File: config.mk
export PLATFORM = sky130hd
export DESIGN_NAME = time_counter
export DESIGN_NICKNAME = d
export VERILOG_FILES = /design/src/rtl/time_counter.sv
export SDC_FILE = /design/constraint.sdc
export NUM_CORES = 1
export LEC_CHECK = 0
export CAP_MARGIN = 20
export CORE_ASPECT_RATIO = 2
export CORE_MARGIN = 5
export CORE_UTILIZATION = 58
export DETAILED_ROUTE_END_ITERATION = 10
export PLACE_DENSITY = 0.92
export SKIP_CTS_REPAIR_TIMING = 1
export SYNTH_ARGS = -nofsm -noshare
export SYNTH_HDL_FRONTEND = slang
export SYNTH_SLANG_ARGS = --single-unit
File: constraint.sdc
create_clock -name clk_1kHz -period 4.05 [get_ports clk_1kHz]
set_input_delay 0.405 -clock clk_1kHz [delete_from_list [all_inputs] [get_ports clk_1kHz]]
set_output_delay 0.405 -clock clk_1kHz [all_outputs]
set_load 0.02 [all_outputs]
File: src/rtl/time_counter.sv
// 24-hour BCD time-of-day counter with a key-driven set mode.
// A prescaler divides clk_1kHz down to seconds; hours and minutes can be set with two keys.
//
// state    | meaning
// ---------+--------------------------------------------------------
// RUN      | time advances once per DIV cycles, key_inc ignored
// SET_HOUR | prescaler held at 0, key_inc bumps hours (23 -> 00)
// SET_MIN  | prescaler held at 0, key_inc bumps minutes (59 -> 00, no carry)
// BAD      | unused encoding, recovers to RUN on the next edge
module time_counter #(
  parameter int DIV = 1000
) (
  input  logic       clk_1kHz,
  input  logic       rst_n,
  input  logic       key_mode,
  input  logic       key_inc,
  output logic [3:0] h_cntH,
  output logic [3:0] h_cntL,
  output logic [3:0] m_cntH,
  output logic [3:0] m_cntL,
  output logic [3:0] s_cntH,
  output logic [3:0] s_cntL,
  output logic [1:0] mode,
  output logic       sec_tick
);

  typedef enum logic [1:0] {
    RUN      = 2'd0,
    SET_HOUR = 2'd1,
    SET_MIN  = 2'd2,
    BAD      = 2'd3
  } mode_e;

  localparam int PW = (DIV > 1) ? $clog2(DIV) : 1;
  localparam logic [PW-1:0] PRESC_LAST = PW'(DIV - 1);

  mode_e         mode_q;
  logic [PW-1:0] presc_q;
  logic [3:0]    h_hi_q, h_lo_q, m_hi_q, m_lo_q, s_hi_q, s_lo_q;
  logic          sec_tick_q;

  logic       tick;
  logic [3:0] s_hi_d, s_lo_d, m_hi_d, m_lo_d, h_hi_d, h_lo_d;
  logic       sec_carry, min_carry;

  assign tick = (presc_q == PRESC_LAST);

  // Each field's "+1 with wrap" value; carries tell whether the next field moves on a tick.
  always_comb begin
    s_lo_d    = s_lo_q + 4'd1;
    s_hi_d    = s_hi_q;
    sec_carry = 1'b0;
    if (s_lo_q == 4'd9) begin
      s_lo_d = 4'd0;
      if (s_hi_q == 4'd5) begin
        s_hi_d    = 4'd0;
        sec_carry = 1'b1;
      end else begin
        s_hi_d = s_hi_q + 4'd1;
      end
    end

    m_lo_d    = m_lo_q + 4'd1;
    m_hi_d    = m_hi_q;
    min_carry = 1'b0;
    if (m_lo_q == 4'd9) begin
      m_lo_d = 4'd0;
      if (m_hi_q == 4'd5) begin
        m_hi_d    = 4'd0;
        min_carry = 1'b1;
      end else begin
        m_hi_d = m_hi_q + 4'd1;
      end
    end

    h_lo_d = h_lo_q + 4'd1;
    h_hi_d = h_hi_q;
    if (h_hi_q == 4'd2 && h_lo_q == 4'd3) begin
      h_lo_d = 4'd0;
      h_hi_d = 4'd0;
    end else if (h_lo_q == 4'd9) begin
      h_lo_d = 4'd0;
      h_hi_d = h_hi_q + 4'd1;
    end
  end

  always_ff @(posedge clk_1kHz or negedge rst_n) begin
    if (!rst_n) begin
      mode_q     <= RUN;
      presc_q    <= '0;
      h_hi_q     <= 4'd0;
      h_lo_q     <= 4'd0;
      m_hi_q     <= 4'd0;
      m_lo_q     <= 4'd0;
      s_hi_q     <= 4'd0;
      s_lo_q     <= 4'd0;
      sec_tick_q <= 1'b0;
    end else begin
      sec_tick_q <= 1'b0;
      case (mode_q)
        RUN: begin
          // key_mode wins over a coincident tick: the clock freezes on entry to SET_HOUR
          if (key_mode) begin
            mode_q  <= SET_HOUR;
            presc_q <= '0;
          end else if (tick) begin
            presc_q    <= '0;
            sec_tick_q <= 1'b1;
            s_lo_q     <= s_lo_d;
            s_hi_q     <= s_hi_d;
            if (sec_carry) begin
              m_lo_q <= m_lo_d;
              m_hi_q <= m_hi_d;
              if (min_carry) begin
                h_lo_q <= h_lo_d;
                h_hi_q <= h_hi_d;
              end
            end
          end else begin
            presc_q <= presc_q + PW'(1);
          end
        end
        SET_HOUR: begin
          presc_q <= '0;
          if (key_mode) begin
            mode_q <= SET_MIN;
          end else if (key_inc) begin
            h_lo_q <= h_lo_d;
            h_hi_q <= h_hi_d;
          end
        end
        SET_MIN: begin
          presc_q <= '0;
          if (key_mode) begin
            mode_q <= RUN;
            s_lo_q <= 4'd0;
            s_hi_q <= 4'd0;
          end else if (key_inc) begin
            m_lo_q <= m_lo_d;
            m_hi_q <= m_hi_d;
          end
        end
        default: begin
          mode_q  <= RUN;
          presc_q <= '0;
        end
      endcase
    end
  end

  assign h_cntH   = h_hi_q;
  assign h_cntL   = h_lo_q;
  assign m_cntH   = m_hi_q;
  assign m_cntL   = m_lo_q;
  assign s_cntH   = s_hi_q;
  assign s_cntL   = s_lo_q;
  assign mode     = mode_q;
  assign sec_tick = sec_tick_q;

endmodule

* Word level (Yosys, flattened, before mapping)
Cells that the tools add are included.
** Cells by class
- Add/sub/neg operators :: 7
- Multipliers :: 0
- Divide/modulo/power cells :: 0
- $lt $le $gt $ge :: 0
- Eq/ne operators :: 22
- Shifts and indexed selects :: 0
- Mux-type cells :: 57
- Bitwise logic cells :: 0
- Reduce and logical (&&, ||, !) cells :: 9
** Operator list (count)
- $mux 4 :: 37
- $pmux 4 s2 :: 6
- $mux 10 :: 3
- $add 4x1->4 const B :: 6
- $ne 2x2->1 const B :: 12
- $eq 4x4->1 const B :: 3
- $add 10x1->10 const B :: 1
- $eq 10x10->1 const B :: 1
- $eq 4x2->1 const B :: 2
- $eq 4x3->1 const B :: 2
- $mux 1 :: 7
- $reduce_and 7->1 :: 1
- $mux 2 :: 3
- $pmux 2 s3 :: 1
- $reduce_and 6->1 :: 1
- $reduce_and 5->1 :: 1
- $reduce_and 4->1 :: 1
- $reduce_bool 2->1 :: 2
- $reduce_and 3->1 :: 1
- $eq 2x1->1 const B :: 1
- $eq 2x2->1 const B :: 1
- $logic_not 2->1 :: 1
- $logic_and 1x1->1 :: 1
** Storage, ports and cells
- Register bits :: 37
- Latch bits :: 0
- Bits in writable memories :: 0
- Bits in read-only memories :: 0
- Bits of input ports :: 4
- Output and inout bits :: 27
- Word-level logic and storage cells :: 104
- Memories :: 0

* Longest topological paths before layout
- Depth in word-level cells :: 8
- Mapped depth :: 8
- Depth with buffers taken out :: 7

* Least setup slack after synthesis
No wires, ideal clock.
- Kind :: reg2reg
- Start :: register h_hi_q[3], in the netlist h_cntH[3]
- End :: register h_hi_q[2], in the netlist h_cntH[2]
- Setup time :: 0.125 ns
- Data arrival time :: 1.803 ns
- Required time :: 3.925 ns
- Path slack :: 2.122 ns
- Cell stages (with the launch flop) :: 6
- Buffers on the path :: 0
- Clock period less this slack :: 1.928 ns
- Cells stage by stage :: dfrtp_1 -> or4_4 -> o21ai_4 -> a21boi_4 -> nand3_2 -> mux2_4
** On the way
- Word-level cells in the longest chain between the ends :: 8
- Elaborated cells between the ends (all ways) :: 10
- Those cells by class :: eq/ne (1); mux (8); reduce/logical (1)
** Ends and longest elaborated chain
- start, declared :: RTL line 39 : logic [3:0] h_hi_q, h_lo_q, m_hi_q, m_lo_q, s_hi_q, s_lo_q;
- start signal, assigned :: RTL line 116 : h_hi_q <= h_hi_d;
- start signal, assigned :: RTL line 129 : h_hi_q <= h_hi_d;
- $eq 4x2->1 (*) :: RTL line 78 : if (h_hi_q == 4'd2 && h_lo_q == 4'd3) begin
- $logic_and 1x1->1 (*) :: RTL line 78
- $mux 4 (*) :: RTL line 78
- $mux 4 :: RTL line 114 : if (min_carry) begin
- $mux 4 :: RTL line 111 : if (sec_carry) begin
- $mux 4 :: RTL line 106 : end else if (tick) begin
- $mux 4 :: RTL line 103 : if (key_mode) begin
- $pmux 4 s2 (*) :: RTL line 100 : case (mode_q)
Every way passes the cells marked *; elsewhere a longest branch is shown, timed or not. The select of a mux whose other input is x is not followed.
A chain may end at the register's enable or synchronous reset.

* Worst setup path after layout
- Start :: input port key_mode
- End :: register s_hi_q[3], in the netlist s_cntH[3]
** On the way
- Word-level cells in the longest chain between the ends :: 2
- Elaborated cells between the ends (all ways) :: 3
- Those cells by class :: eq/ne (2); reduce/logical (1)
** Ends and longest elaborated chain
- start, declared :: RTL line 15 : input logic key_mode,
- $ne 2x2->1 (no source line)
- $reduce_and 5->1 (no source line) (*)
- end signal, assigned :: RTL line 110 : s_hi_q <= s_hi_d;
- end, declared :: RTL line 39
Every way passes the cells marked *; elsewhere a longest branch is shown, timed or not.

==> run metrics <==
status=complete, no violations; sequential area share after synthesis=a little over two fifths; nets@finish=approximately 250; Slew HR=60.3%; reg-to-reg endpoint=h_cntL[1]$_DFFE_PN0P_; IO Pins=31; hold_sp=presc_q[0]$_DFF_PN0_; pwr/cell area=516 nW/um^2; setup ws final=1.91 ns; Inst Count DP=between 200 and 300; Main synth FF type=dfrtp_1; Peak VDD IR=between 0.4 and 0.5 mV; Area growth, synth to finish=19.4%; via count=~1,600; Pleak=0.00109 uW; height of the chip=between 90 and 100 um; CP Launch Type=input port; area of the multi-input gates=around 1100 um^2; Ant. Diodes=0; Post-Syn Nets=approximately 220; remaining global-route overflow=0; hold depth=1; initial antenna violation count=0; Row Count=31; Synth Register Bits=37; Via density=5.61; Bufs and invs on worst path=1; antenna viol nets, final=0; Clk pin slew, worst setup/hold paths=0.07 ns; Max Slew Vio Count=0; CTS H-tree lvls=2; Post-Syn Area per Cell=approximately 10 um^2; routed wire length=4200 um; commonest cells in the netlist=37 x dfrtp_1, 20 x nor2_1, 15 x o21ai_0; Critical R2R Launch=mode[0]$_DFFE_PN0P_; fin util=between 70% and 80%; total power draw=about 1300 uW; Post-Layout Cell Count=290; Synth top area share=a little over two fifths; Reg2Reg Setup Slack=about 2.0 ns; post-DR wirelength/cell=14.5 um; Yosys cell types=51; Clock Latency Late Sink=approximately 0.28 ns; Slew @ Worst Pin=0.595 ns; Hold Vio Cnt, Final=0; first-pass GRT wire length=around 7400 um; initial drt markers=25; Synthesis Warnings=0; GPL Wtd Cong=between 0.7 and 0.8; max-cap viol count=0; Pre-antenna DRT Iters=4; delay-heaviest family, CP=simple AND/OR/NAND/NOR gates; # DRC=0; number of global-route vias before repair=1,686; DP Worst Slack=roughly 1.6 ns; area leader, netlist=dfrtp_1; Die X=approximately 53 um; RSZ-0062 raised after global routing=false; post-layout min period=roughly 2.1 ns; Worst Hold End=presc_q[0]$_DFF_PN0_; Critical-path top delay cell=clkdlybuf4s50_1; worst-path fanout max=9; Num Clock Sinks=37; Core Region=~3600 um^2; Setup CP Type=input port to register; pin count of the biggest net entering global routing=38; Synth area leaders=dfrtp_1 44%, ha_1 5.3%, nor2_1 3.6%; Root Driver=clkbuf_8; DP HPWL=between 3000 and 4000 um; initial core utilization=59.0%; top-count cell post-synth=dfrtp_1; Synth Cell Area=2110 um^2; PortBufs=30; Mapped Cells=between 200 and 250; CTS tree=built; CP Capture Type=register; R2R cell count=5; Die Area=about 5000 um^2; Post-synth EDFFs=0; Worst path most repeated cell=o31ai_1; crit path DAT=~2.3 ns; Total GRT Usage=between 10% and 20%; Reg area=926 um^2; fmax=roughly 0.47 GHz; Fill cells=about 290; CTS Buf Count=5; Post-synth ARST share=between 90% and 100%; Hold WC Path Type=register to register; worst-path cell chain=clkdlybuf4s50_1 -> or2_4 -> nor4_4 -> a21oi_2 -> o31ai_1 -> o31ai_1; Max stage delay on crit path=between 0.5 and 0.6 ns; setup violators final=0; worst clock skew=between 0.004 and 0.005 ns; Clock Path Buffers=2; Final period util=52.9%; share of cells above drive strength 1=~10%; final setup TNS=0 ns; required time of the critical path=approximately 4.2 ns
## through the flow
stage          hold slack (ns)  area (um^2)
5_1_grt                  0.532         2520
4_1_cts                  0.501         2520
6_report                 0.500         2520
3_5_place_dp             0.492         2430
2_1_floorplan            0.109         2110
3_3_place_gp             0.479         2430
## worst reg2reg max path, stage by stage, from the launching register on
cell     delay (ns)
dfrtp_1        0.60
or2_4          0.36
a41o_1         0.22
and3b_1        0.25
nand2_1        0.16
mux2_2         0.34
## layer usage
metal	wire, um	global-route usage [%]	vias up	share of wire, %
met5	0	0	-	0
met3	101	3.60	4	2.4
met1	1690	22.5	785	40
met4	85	10.4	0	2.0
met2	2320	33.7	28	55
li1	-	-	809	-
## power by group
group	internal [uW]	leakage [uW]	switching, uW	total [uW]
sequential	435	0.000490	125	560
combinational	230	0.000558	256	486
clock	135	0.0000443	118	253
## cells in the final DEF (no fill, tap or decap), drive strengths merged, types with 2 or more instances in the layout
cell	netlist	layout
nand3	14	14
nand2	14	14
o21ai	19	19
dfrtp	37	37
nor2	20	20
or2	2	2
xor2	8	8
o31ai	5	5
nor2b	3	3
or3	3	3
clkbuf	3	7
nand4	2	2
and3	5	5
nor3b	2	2
o211ai	2	2
mux2i	3	3
nor3	5	5
inv	8	8
a21oi	5	5
a21o	2	2
nor4	5	5
xnor2	4	4
clkdlybuf4s50	0	30
nand2b	4	4
mux2	5	5
ha	9	9
nand3b	4	4
## sequential cells by signal (all words and copies together), names as in the netlist
| register | flops |
|---|---|
| m_cntL | 4 |
| s_cntL | 4 |
| sec_tick | 1 |
| s_cntH | 4 |
| mode | 2 |
| m_cntH | 4 |
| h_cntL | 4 |
| presc_q | 10 |
| h_cntH | 4 |
## worst max-delay path by stage
stage	from	to	slack (ns)	depth (start not counted)
global placement	key_mode	s_cntH[3]$_DFFE_PN0P_	1.66	6
CTS	mode[0]$_DFFE_PN0P_	mode[0]	1.91	1
finish	key_mode	s_cntH[3]$_DFFE_PN0P_	1.91	6
global route	presc_q[0]$_DFF_PN0_	m_cntH[2]$_DFFE_PN0P_	1.81	6
floorplan	h_cntH[3]$_DFFE_PN0P_	h_cntH[2]$_DFFE_PN0P_	2.12	5
detailed placement	key_mode	s_cntH[3]$_DFFE_PN0P_	1.63	6
## kinds of logic after synthesis
kind of cell             after synthesis  synth area share, %
XOR/XNOR                              12                 4.99
AND/OR/NAND/NOR                       90                 24.8
AO/OA/AOI/OAI                         39                 12.9
flip-flops                            37                 43.9
multiplexers                           8                 4.45
buffers and inverters                 15                 3.62
adder cells (fa/ha/maj)                9                 5.34
## final cells by class
type | instances | area share [%]
multi-input combinational | 158 | 43.9
sequential | 37 | 36.8
timing repair buffer | 31 | 12.2
clock buffer | 7 | 3.43
tap | 49 | 2.44
inverter | 8 | 1.19
No activity file was read; power rests on OpenSTA's default activity.
